==> src/rtl/stopwatch_core.sv <==
// stopwatch_core: BCD MM:SS stopwatch with pause, clear, field adjust, blink strobe and wrap pulse
// Define COUNTDOWN_EN to add the dir input (count down) and done output.
module stopwatch_core #(
  parameter int SEC_CYCLES = 100000000,
  parameter int ADJ_CYCLES = 50000000,
  parameter int BLINK_CYCLES = 25000000
) (
  input  logic       clk,
  input  logic       rst,
  input  logic       pause_pulse,
  input  logic       clr_pulse,
  input  logic       adj,
  input  logic       sel,
`ifdef COUNTDOWN_EN
  input  logic       dir,
  output logic       done,
`endif
  output logic [3:0] sec_ones,
  output logic [3:0] sec_tens,
  output logic [3:0] min_ones,
  output logic [3:0] min_tens,
  output logic       running,
  output logic       blink,
  output logic       wrap
);
  localparam int SW = $clog2(SEC_CYCLES);
  localparam int AW = $clog2(ADJ_CYCLES);
  localparam int BW = $clog2(BLINK_CYCLES);
  typedef enum logic {RUN, PAUSED} state_t;
  state_t state;
  logic [SW-1:0] sec_cnt;
  logic [AW-1:0] adj_cnt;
  logic [BW-1:0] blink_cnt;
  logic blink_q, sec_tick, adj_tick, blink_tick, dn, e0, e1, e2, e3, stop;
  function automatic logic [3:0] step(input logic [3:0] d, input logic [3:0] top, input logic down);
    return down ? (d == 4'd0 ? top : d - 4'd1) : (d == top ? 4'd0 : d + 4'd1);
  endfunction
`ifdef COUNTDOWN_EN
  assign dn = dir && running;
`else
  assign dn = 1'b0;
`endif
  assign running = state == RUN && !adj;
  assign blink = adj && blink_q;
  assign sec_tick = running && sec_cnt == SW'(SEC_CYCLES - 1);
  assign adj_tick = adj && adj_cnt == AW'(ADJ_CYCLES - 1);
  assign blink_tick = adj && blink_cnt == BW'(BLINK_CYCLES - 1);
  // e* flag a digit at its rollover value for the current direction
  assign e0 = sec_ones == (dn ? 4'd0 : 4'd9);
  assign e1 = sec_tens == (dn ? 4'd0 : 4'd5);
  assign e2 = min_ones == (dn ? 4'd0 : 4'd9);
  assign e3 = min_tens == (dn ? 4'd0 : 4'd9);
  assign stop = dn && e0 && e1 && e2 && e3;
  always_ff @(posedge clk) begin
    if (rst) begin
      state <= RUN;
      {min_tens, min_ones, sec_tens, sec_ones} <= '0;
      sec_cnt <= '0;
      adj_cnt <= '0;
      blink_cnt <= '0;
      blink_q <= 1'b0;
      wrap <= 1'b0;
`ifdef COUNTDOWN_EN
      done <= 1'b0;
`endif
    end else begin
      wrap <= 1'b0;
`ifdef COUNTDOWN_EN
      done <= 1'b0;
`endif
      if (pause_pulse) state <= state == RUN ? PAUSED : RUN;
      sec_cnt <= running && !clr_pulse && !sec_tick ? sec_cnt + SW'(1) : '0;
      adj_cnt <= adj && !clr_pulse && !adj_tick ? adj_cnt + AW'(1) : '0;
      blink_cnt <= adj && !clr_pulse && !blink_tick ? blink_cnt + BW'(1) : '0;
      blink_q <= adj && (blink_q ^ (blink_tick && !clr_pulse));
      if (clr_pulse) begin
        {min_tens, min_ones, sec_tens, sec_ones} <= '0;
      end else if (sec_tick && stop) begin
        state <= PAUSED;
`ifdef COUNTDOWN_EN
        done <= 1'b1;
`endif
      end else if (sec_tick) begin
        sec_ones <= step(sec_ones, 4'd9, dn);
        if (e0) sec_tens <= step(sec_tens, 4'd5, dn);
        if (e0 && e1) min_ones <= step(min_ones, 4'd9, dn);
        if (e0 && e1 && e2) min_tens <= step(min_tens, 4'd9, dn);
        wrap <= !dn && e0 && e1 && e2 && e3;
      end else if (adj_tick && !sel) begin
        sec_ones <= step(sec_ones, 4'd9, 1'b0);
        if (e0) sec_tens <= step(sec_tens, 4'd5, 1'b0);
      end else if (adj_tick) begin
        min_ones <= step(min_ones, 4'd9, 1'b0);
        if (e2) min_tens <= step(min_tens, 4'd9, 1'b0);
      end
    end
  end
endmodule

==> config.mk <==
export PLATFORM = sky130hd
export DESIGN_NAME = stopwatch_core
export DESIGN_NICKNAME = d
export VERILOG_FILES = /design/src/rtl/stopwatch_core.sv
export SDC_FILE = /design/constraint.sdc
export NUM_CORES = 1
export LEC_CHECK = 0
export BUFFER_PORTS_ARGS = -buffer_cell sky130_fd_sc_hd__buf_4
export CAP_MARGIN = 0
export CORE_ASPECT_RATIO = 1.1
export CORE_MARGIN = 4
export CORE_UTILIZATION = 26
export CTS_BUF_LIST = sky130_fd_sc_hd__clkbuf_8
export DETAILED_ROUTE_END_ITERATION = 10
export HOLD_SLACK_MARGIN = 0.12
export PLACE_DENSITY = 0.41
export SYNTH_ARGS = -nofsm -noshare
export SYNTH_HDL_FRONTEND = slang
export SYNTH_SLANG_ARGS = --single-unit
==> constraint.sdc <==
create_clock -name clk -period 3.6 [get_ports clk]
set_input_delay 0.54 -clock clk [delete_from_list [all_inputs] [get_ports clk]]
set_output_delay 0.54 -clock clk [all_outputs]
set_load 0.01 [all_outputs]
==> flow_summary.toml, run 1 <==
[run_status]
status = "completed"

[setup_path]
rr_endpoint = "min_tens[0]$_SDFFE_PP0P_"
reg2reg_from = "sec_cnt[0]$_SDFF_PP0_"
cp-end-kind = "flip-flop"
crit_path_start_kind = "flip-flop"
cp_max_fo = 5
cp-startpoint = "sec_cnt[0]$_SDFF_PP0_"
critPathKind = "reg2reg"
regToRegSetupSlack_ns = 1.20
crit_required_ns = 3.85
worst_r2r_path_depth = 6
worstPathArrival_ns = 2.66

[cts]
cts_hold_buf = 0
cts.sinks = 97
tritoncts = "yes"
clock_latency_ns = 0.37
cts.htree.levels = 3
cts_setup_buffers = 0
cts.path.max_buffers = 2
cts.repair.resized = 0
clk_pin_slew_ns = 0.09
cts_made_buffers = 9
cts_root_buffer = "clkbuf_8"

[placement]
place_ws_ns = 1.08
hpwl_um = 7550
io_buffers = 24
gp_congestion = 0.762

[detailed_routing]
post_drt_wl_per_cell_um = 13.1
vias_per_cell = 4.65
route.detailed.drc = 0
drt_iter0_markers = 107
via_count = 3711
firstDrtPassIters = 4
drt_wl_total_um = 10500
ant_nets = 0

[worst_hold_path]
hold_end = "state$_SDFFE_PP0P_"
hold_depth = 2
min_path_type = "in2reg"
min_from = "rst"

[yosys]
syn-num-nets = 545
synth_area_um2 = 4610
synth_edf_count = 0
ys.flop_type = "dfxtp_1"
syn_inst = 536
synth_warnings = 0
yosysUniqueCellTypes = 49
ys_seq_elements = 97
syn_area_per_cell_um2 = 8.60
ys_seq_area_frac = 0.421
ys_async_sr_fraction = 0

[timing]
hold_ws_ns = 0.351
hold_violations = 0
tightest_slew_ns = 1.05
max_slew_margin = 0.300
finalSetupViolCount = 0
slew_viol_final = 0
clock.fmax_mhz = 417
finalCritPeriodShare = 0.667
finalClockSkew_ns = 0.00806
setup_slack_ns = 1.20
setup_tns_ns = 0
rsz0062_at_grt = "false"
min_period_ns = 2.40

[finish]
final_nets = 568
ff_latch_area_um2 = 1940
multi_input_area_um2 = 2550
num_antenna_cells = 0
n_fill_cell = 1848
synthToLayoutAreaGrowth_pct = 12.7
final_layout_size_suffix_gt1_frac = 0.0940

[floorplanning]
fp.dieW_um = 135
coreArea_um2 = 17200
placementRows = 50
io_pins = 25
die_h_um = 148
dieArea_um2 = 19900
initial_core_util = 0.268

[power_and_ir_drop]
vdd_drop_max_v = 0.000154
power.density_nw_per_um2 = 341
leakagePower_uw = 0.00160

[global_routing]
antenna_found_initial = 0
grt_pass1_vias = 3659
grt_pass1_wl_um = 18200
grtUsageTotal = 0.112
grt_overflow_total = 0
grt_max_degree = 28

[run]
maxCapViolations = 0
Yosys cell counts, types with 2 or more instances:
cell type	count	area share
xnor2_1	43	0.082
nor4bb_1	4	0.0087
nor2_1	96	0.078
mux2i_1	7	0.015
nor3_1	16	0.017
or4_1	3	0.0049
nand3b_1	2	0.0033
or3_1	5	0.0068
and4_1	10	0.019
clkbuf_1	6	0.0049
nand3_1	37	0.040
and3_1	10	0.014
a211o_1	3	0.0057
inv_1	12	0.0098
ha_1	3	0.0081
nand4_2	2	0.0054
a221o_1	2	0.0043
nor4_1	16	0.022
dfxtp_1	97	0.42
nand2_1	47	0.038
o21ai_0	8	0.0087
and2_1	5	0.0068
nor2b_1	6	0.0081
a21oi_1	8	0.0087
o211ai_1	2	0.0033
nand4b_1	2	0.0038
nor4_4	2	0.0092
buf_2	6	0.0065
xor2_1	30	0.057
nor4b_1	5	0.0095
nand4bb_1	2	0.0049
a31oi_1	2	0.0027
or2_2	2	0.0027
nand4_1	20	0.027
power breakdown:
part | internal [uW] | switching (uW) | total [uW]
sequential | 1070 | 2.88 | 1080
clock | 267 | 390 | 657
combinational | 12.4 | 25.2 | 37.5
total | 1350 | 418 | 1770
metrics by stage:
stage / utilization / area [um^2] / total power [uW] / std cells
after floorplan: - / 4610 / 1130 / 536
after global placement: 0.292 / 5030 / 1140 / 782
after detailed placement: 0.292 / 5030 / 1140 / 782
after CTS: 0.302 / 5200 / 1820 / 798
after global routing: 0.302 / 5200 / 1860 / 798
final: 0.302 / 5200 / 1770 / 798
worst max path at each step:
stage / endpoint
final: min_tens[0]$_SDFFE_PP0P_
after global routing: adj_cnt[19]$_SDFF_PP0_
after CTS: min_tens[0]$_SDFFE_PP0P_
after detailed placement: min_tens[0]$_SDFFE_PP0P_
after global placement: min_tens[0]$_SDFFE_PP0P_
after floorplan: min_tens[1]$_SDFFE_PP0P_
flip-flops by register name, summed over array words and instances (netlist names):
register / count
sec_cnt: 27
adj_cnt: 26
blink_cnt: 25
min_ones: 4
min_tens: 4
sec_ones: 4
sec_tens: 4
blink_q: 1
state: 1
wrap: 1
critical path: stages, from the launching register on:
cell and delay, ns:
dfxtp_1 0.38, ha_1 0.23, and4_1 0.30, nand4_1 0.20, nor4b_1 0.78, o21ai_0 0.22
mux2i_1 0.16
cell type report:
type | instances | share of cell area
tap | 234 | 0.0563
clock inverter | 6 | 0.00674
clock buffer | 10 | 0.0265
timing repair buffer | 26 | 0.0375
multi-input combinational | 413 | 0.491
sequential | 97 | 0.374
inverter | 12 | 0.00866
cells in the final DEF (no fill, tap or decap), drive strengths merged, types with 2 or more instances in the layout:
master,n
nor4b,5
or2,2
inv,15
nor2,96
nor3,17
a31oi,2
or3,5
a21oi,8
a221o,2
and4,11
dfxtp,97
o21ai,8
clkinv,3
nand4,22
nand4bb,2
ha,3
or4b,2
clkbuf,10
a211o,3
mux2i,7
xnor2,43
nor4,18
nand2,47
nand3b,2
nand4b,2
or4,3
nand3,38
nor4bb,4
buf,26
and2,5
o211ai,2
and3,11
nor2b,6
xor2,30
kinds of logic (layout without fill, tap and decap cells):
logic type / Yosys count / count (layout) / share of synthesized area
AO/OA/AOI/OAI: 28 / 28 / 0.0391
XOR/XNOR: 73 / 73 / 0.139
adder cells (fa/ha/maj): 3 / 3 / 0.00814
buffers and inverters: 26 / 54 / 0.0258
flip-flops: 97 / 97 / 0.421
multiplexers: 7 / 7 / 0.0152
AND/OR/NAND/NOR: 302 / 302 / 0.352
metal layers:
layer,routed length [um],up-vias,GRT usage
li1,-,1914,-
met1,5160,1737,0.142
met2,4690,48,0.178
met3,393,12,0.0323
met4,220,0,0.0439
met5,0,-,0
Power figures use the tool's default switching activity.
==> inputs of run 2 (changes only) <==
--- a/config.mk
+++ b/config.mk
@@ -5,6 +5,7 @@
 export SDC_FILE = /design/constraint.sdc
 export NUM_CORES = 1
 export LEC_CHECK = 0
+export ABC_AREA = 1
 export BUFFER_PORTS_ARGS = -buffer_cell sky130_fd_sc_hd__buf_4
 export CAP_MARGIN = 0
 export CORE_ASPECT_RATIO = 1.1
@@ -13,7 +14,7 @@
 export CTS_BUF_LIST = sky130_fd_sc_hd__clkbuf_8
 export DETAILED_ROUTE_END_ITERATION = 10
 export HOLD_SLACK_MARGIN = 0.12
-export PLACE_DENSITY = 0.41
+export PLACE_DENSITY = 0.4
 export SYNTH_ARGS = -nofsm -noshare
 export SYNTH_HDL_FRONTEND = slang
 export SYNTH_SLANG_ARGS = --single-unit
==> constraint.sdc (replaced) <==
create_clock -name clk -period 2.4 [get_ports clk]
set_input_delay 0.36 -clock clk [delete_from_list [all_inputs] [get_ports clk]]
set_output_delay 0.36 -clock clk [all_outputs]
set_load 0.01 [all_outputs]
==> flow_summary.toml, run 2 <==
[run_status]
status = "completed"

[cts]
cts.repair.resized = 0
cts.path.max_buffers = 2
clock_latency_ns = 0.39
cts_setup_buffers = 0
cts.sinks = 97
clk_pin_slew_ns = 0.10
cts_made_buffers = 9
cts_root_buffer = "clkbuf_8"
cts.htree.levels = 3
tritoncts = "yes"
cts_hold_buf = 0

[placement]
placed_area_um2 = 5600
hpwl_um = 9470
gp_congestion = 0.806
io_buffers = 24

[finish]
largestRegisters = "sec_cnt: 27 flops, adj_cnt: 26 flops, blink_cnt: 25 flops"
mostFrequentLayoutCells = "177 x nand2_1, 150 x nor2_1, 99 x inv_1"
final_layout_size_suffix_gt1_frac = 0.0967
layout_commonest_cell = "nand2_1"
n_fill_cell = 2110
num_antenna_cells = 0
multi_input_area_um2 = 2770
fin_area_um2 = 5830
largest_reg_flops = 27
final_nets = 812
ff_latch_area_um2 = 1940
regMostFlops = "sec_cnt"
synthToLayoutAreaGrowth_pct = 13.6

[floorplanning]
coreArea_um2 = 19200
dieArea_um2 = 22100
initial_core_util = 0.267
fp.dieW_um = 142
io_pins = 25
die_h_um = 155
placementRows = 53

[timing]
max_slew_margin = 0.616
finalCritPeriodShare = 0.814
slew_viol_final = 0
min_period_ns = 1.95
finalClockSkew_ns = 0.0207
tightest_slew_ns = 0.576
hold_violations = 0
setup_tns_ns = 0
rsz0062_at_grt = "false"
clock.fmax_mhz = 512
finalSetupViolCount = 0

[detailed_routing]
via_count = 4659
firstDrtPassIters = 4
drt_iter0_markers = 242
wl_met3_um = 380
drt_wl_total_um = 12500
ant_nets = 0
vias_per_cell = 4.42
top_layer_used = "met4"
wl_met1_um = 5940
route.detailed.drc = 0
wl_met2_um = 5900
post_drt_wl_per_cell_um = 11.8

[setup_path]
worstPathArrival_ns = 2.28
cp_cell_sequence = "ha_1, nand2_1, nor2_4, nand2_4, nor2_4, nand2_1, nand3_2, a21oi_1, o21a_1"
worst_r2r_path_depth = 9
crit_path_start_kind = "flip-flop"
cp-end-kind = "flip-flop"
critPathKind = "reg2reg"
rr_endpoint = "sec_cnt[18]$_SDFF_PP0_"
cp_max_fo = 27
crit_required_ns = 2.73
crit_slowest_cell = "nand3_2"
worst_path_largest_cell_delay_ns = 0.44
regToRegSetupSlack_ns = 0.45
reg2reg_from = "sec_cnt[0]$_SDFF_PP0_"

[power_and_ir_drop]
seqPwrFrac = 0.546
switching_share = 0.217
intPower_uw = 2320
leakagePower_uw = 0.00189
pwr-share-comb = 0.022
pwr-share-clk = 0.432
switchingPower_uw = 641
power.density_nw_per_um2 = 507
vdd_drop_max_v = 0.000200

[yosys]
ys_seq_area_frac = 0.378
synth_area_leader_cell = "dfxtp_1"
syn-num-nets = 781
yosysUniqueCellTypes = 35
syn_inst = 772
synth_warnings = 0
synth_top_area_share = 0.378
ys_async_sr_fraction = 0
synth.most_common_cell = "nand2_1"
synth_edf_count = 0
synth_commonest_cells = "177 x nand2_1, 150 x nor2_1, 98 x inv_1"
synth_area_um2 = 5130
syn_area_per_cell_um2 = 6.65
ys_seq_elements = 97
ys.flop_type = "dfxtp_1"
yosys-top-cells-area = "dfxtp_1 38%, nand2_1 13%, nor2_1 11%, inv_1 7.2%, a21oi_1 4.4%"

[global_routing]
grtUsageTotal = 0.118
grt_pass1_vias = 4519
grt_overflow_total = 0
antenna_found_initial = 0
grt_pass1_wl_um = 21200
grt_max_degree = 28

[run]
maxCapViolations = 0

[worst_hold_path]
min_from = "rst"
hold_end = "state$_SDFFE_PP0P_"
hold_depth = 2
min_path_type = "in2reg"
==> run 2: cell count changes after synthesis, sizes merged, moves of 19 or more <==
cell / change
a21oi: +38
inv: +86
nand2: +136
nor2: +66
xnor2: -31
xor2: -19
==> run 2: logic make-up after synthesis <==
kind of cell | share of synthesized area
AOI/OAI and AO/OA | 0.0717
xor gates and xnor gates | 0.0392
adders and majority gates | 0.00731
buffers and inverters | 0.0819
DFF | 0.378
and+or+nand+nor | 0.422
==> run 2: routing by layer <==
layer | GRT usage | up-vias
met2 | 0.196 | 59
met1 | 0.149 | 2062
li1 | - | 2523
met5 | 0 | -
met3 | 0.0203 | 15
met4 | 0.0535 | 0
==> run 2: area by class of cell <==
type	count	share of cell area
Inverter	98	0.0631
Multi-Input combinational cell	569	0.475
Tap cell	247	0.0530
Clock inverter	6	0.0187
Sequential cell	97	0.333
Clock buffer	9	0.0212
Timing Repair Buffer	28	0.0360
==> run 2: worst max path at each step <==
stage | startpoint | to | slack, ns | cells past startpoint
3_5_place_dp | sec_cnt[0]$_SDFF_PP0_ | sec_cnt[18]$_SDFF_PP0_ | 0.44 | 9
2_1_floorplan | sec_cnt[0]$_SDFF_PP0_ | min_tens[1]$_SDFFE_PP0P_ | 0.73 | 11
3_3_place_gp | sec_cnt[0]$_SDFF_PP0_ | sec_cnt[9]$_SDFF_PP0_ | 0.46 | 9
5_1_grt | adj_cnt[0]$_SDFF_PP0_ | adj_cnt[20]$_SDFF_PP0_ | 0.23 | 10
4_1_cts | sec_cnt[0]$_SDFF_PP0_ | sec_cnt[18]$_SDFF_PP0_ | 0.41 | 9
6_report | sec_cnt[0]$_SDFF_PP0_ | sec_cnt[18]$_SDFF_PP0_ | 0.45 | 9
==> run 2: per-stage QoR <==
step	total power (uW)	hold slack (ns)	std cells	util	worst slack [ns]
after global placement	1720	0.432	1039	0.291	0.457
final	2960	0.157	1054	0.303	0.448
after floorplan	1690	0.418	772	-	0.728
after CTS	3030	0.127	1054	0.303	0.408
after global routing	3090	0.133	1054	0.303	0.228
after detailed placement	1720	0.447	1039	0.291	0.437
==> run 2: power groups by stage <==
stage | Combinational (uW) | Sequential (uW) | Clock [uW]
after floorplan | 38.8 | 1650 | 0
after global placement | 65.4 | 1650 | 0
after detailed placement | 66.3 | 1650 | 0
after CTS | 66.8 | 1620 | 1340
after global routing | 73.5 | 1620 | 1400
final | 64.4 | 1620 | 1280
==> run 2: critical path: cells and delay by family (launching register included) <==
family | cells | cell delay (ns)
fa+ha+maj | 1 | 0.22
flops | 1 | 0.36
compound gates | 2 | 0.43
simple gates | 6 | 0.88
==> inputs of run 3 (changes only) <==
--- a/config.mk
+++ b/config.mk
@@ -5,7 +5,7 @@
 export SDC_FILE = /design/constraint.sdc
 export NUM_CORES = 1
 export LEC_CHECK = 0
-export ABC_AREA = 1
+export ABC_AREA = 0
 export BUFFER_PORTS_ARGS = -buffer_cell sky130_fd_sc_hd__buf_4
 export CAP_MARGIN = 0
 export CORE_ASPECT_RATIO = 1.1
@@ -14,7 +14,7 @@
 export CTS_BUF_LIST = sky130_fd_sc_hd__clkbuf_8
 export DETAILED_ROUTE_END_ITERATION = 10
 export HOLD_SLACK_MARGIN = 0.12
-export PLACE_DENSITY = 0.4
+export PLACE_DENSITY = 0.41
 export SYNTH_ARGS = -nofsm -noshare
 export SYNTH_HDL_FRONTEND = slang
 export SYNTH_SLANG_ARGS = --single-unit
==> constraint.sdc (replaced) <==
create_clock -name clk -period 2 [get_ports clk]
set_input_delay 0.3 -clock clk [delete_from_list [all_inputs] [get_ports clk]]
set_output_delay 0.3 -clock clk [all_outputs]
set_load 0.01 [all_outputs]
==> flow_summary.toml, run 3 (synthesis gave the netlist of run 1 again) <==
[run_status]
status = "completed"

[placement]
placed_area_um2 = 5540
dpl.cell_count = 845
io_buffers = 24
hpwl_um = 8250
place_ws_ns = -0.0205
gp_congestion = 0.818

[global_routing]
grtUsageTotal = 0.117
grt_overflow_total = 0
antenna_found_initial = 0
grt_pass1_wl_um = 19000
grt_pass1_vias = 3933
grt_max_degree = 28

[worst_hold_path]
hold_end = "state$_SDFFE_PP0P_"
hold_depth = 3
min_from = "pause_pulse"
min_path_type = "in2reg"

[detailed_routing]
route.detailed.drc = 0
post_drt_wl_per_cell_um = 12.9
firstDrtPassIters = 4
drt_iter0_markers = 156
ant_nets = 0
vias_per_cell = 4.58
via_count = 3980
drt_wl_total_um = 11200

[finish]
final_layout_size_suffix_gt1_frac = 0.225
finalNonFillerCells = 869
largestRegisters = "sec_cnt: 27 flops, adj_cnt: 26 flops, blink_cnt: 25 flops"
largest_reg_flops = 27
num_antenna_cells = 0
mostFrequentLayoutCells = "96 x nor2_1, 92 x buf_4, 91 x dfxtp_1"
synthToLayoutAreaGrowth_pct = 28.2
final_nets = 639
layout_commonest_cell = "nor2_1"
regMostFlops = "sec_cnt"
fin_area_um2 = 5910

[floorplanning]
dieArea_um2 = 19900
initial_core_util = 0.268
placementRows = 50
coreArea_um2 = 17200
die_h_um = 148
fp.dieW_um = 135
io_pins = 25

[timing]
slew_viol_final = 0
hold_violations = 0
finalClockSkew_ns = 0.0126
tightest_slew_ns = 0.445
max_slew_margin = 0.700
clock.fmax_mhz = 513
setup_slack_ns = 0.0490
finalSetupViolCount = 0
setup_tns_ns = 0
rsz0062_at_grt = "true"
finalCritPeriodShare = 0.976
min_period_ns = 1.95
hold_ws_ns = 0.163

[setup_path]
worst_r2r_path_depth = 5
critPathKind = "reg2reg"
cp_max_fo = 3
cp-end-kind = "flip-flop"
rr_endpoint = "min_tens[1]$_SDFFE_PP0P_"
crit_required_ns = 2.31
crit_path_start_kind = "flip-flop"
reg2reg_from = "sec_cnt[25]$_SDFF_PP0_"
cp-startpoint = "sec_cnt[25]$_SDFF_PP0_"
regToRegSetupSlack_ns = 0.05
worstPathArrival_ns = 2.26

[cts]
cts_made_buffers = 9
cts.sinks = 97
cts.htree.levels = 3
clk_pin_slew_ns = 0.10
tritoncts = "yes"
cts_root_buffer = "clkbuf_8"
clock_latency_ns = 0.38
cts.path.max_buffers = 2

[power_and_ir_drop]
power.density_nw_per_um2 = 600
vdd_drop_max_v = 0.000315
leakagePower_uw = 0.00200

[run]
maxCapViolations = 0
[run 3: cell types whose count changed in the layout (fill, tap and decap cells not counted), moves of 11 or more]
cell / change
inv_1: -87
a21oi_1: -40
nor2_1: -54
xnor2_1: +31
or2_2: -11
xor2_1: +19
nand2_1: -130
buf_4: +64
nor3_1: -11
[run 3: critical path, cell delays in order (launching register included)]
cell	delay [ns]
dfxtp_1	0.35
or4bb_4	0.56
nor4_4	0.29
nand4_1	0.20
a221o_1	0.36
a21oi_1	0.12
[run 3: how the worst max path moves through the flow]
stage	endpoint	slack [ns]	cells after the start
finish	min_tens[1]$_SDFFE_PP0P_	0.05	5
global route	min_tens[3]$_SDFFE_PP0P_	-0.08	6
CTS	sec_ones[1]$_SDFFE_PP0P_	-0.02	6
detailed placement	sec_ones[1]$_SDFFE_PP0P_	-0.02	7
global placement	sec_tens[0]$_SDFFE_PP0P_	0.02	7
floorplan	sec_tens[0]$_SDFFE_PP0P_	0.06	7
[run 3: area by class of cell]
class	instances	area (um^2)
repair buffers	97	772
inverters	12	45.0
flip-flops and latches	97	1950
well taps	234	293
clock inverters	5	86.3
multi-input cells	413	2610
clock buffers	11	151
fillers	1791	11300
[run 3: per-layer routing]
layer,share of wire,GRT usage,vias to the layer above
met1,0.49,0.153,1856
met2,0.46,0.191,49
li1,-,-,2063
met4,0.016,0.0454,0
met3,0.030,0.0248,12
met5,0,0,-
[run 3: timing repair]
| item | in CTS | in global routing |
|---|---|---|
| hold buffers | 1 | 0 |
| buffers inserted | 1 | 6 |
| resized for setup | 3 | 17 |
| setup endpoints to repair | 8 | 15 |
| endpoints found under the hold margin | 2 | 0 |
| pin swaps | 3 | 17 |
| gates cloned | 0 | 0 |
[run 3: report_power, final]
part | switching, uW | internal (uW)
clock | 737 | 783
combinational | 51.0 | 37.0
sequential | 4.48 | 1940
[run 3: per-stage QoR]
stage	power, uW	utilization
2_1_floorplan	2030	-
4_1_cts	3620	0.338
6_report	3550	0.344
5_1_grt	3700	0.344
3_5_place_dp	2070	0.322
3_3_place_gp	2070	0.322
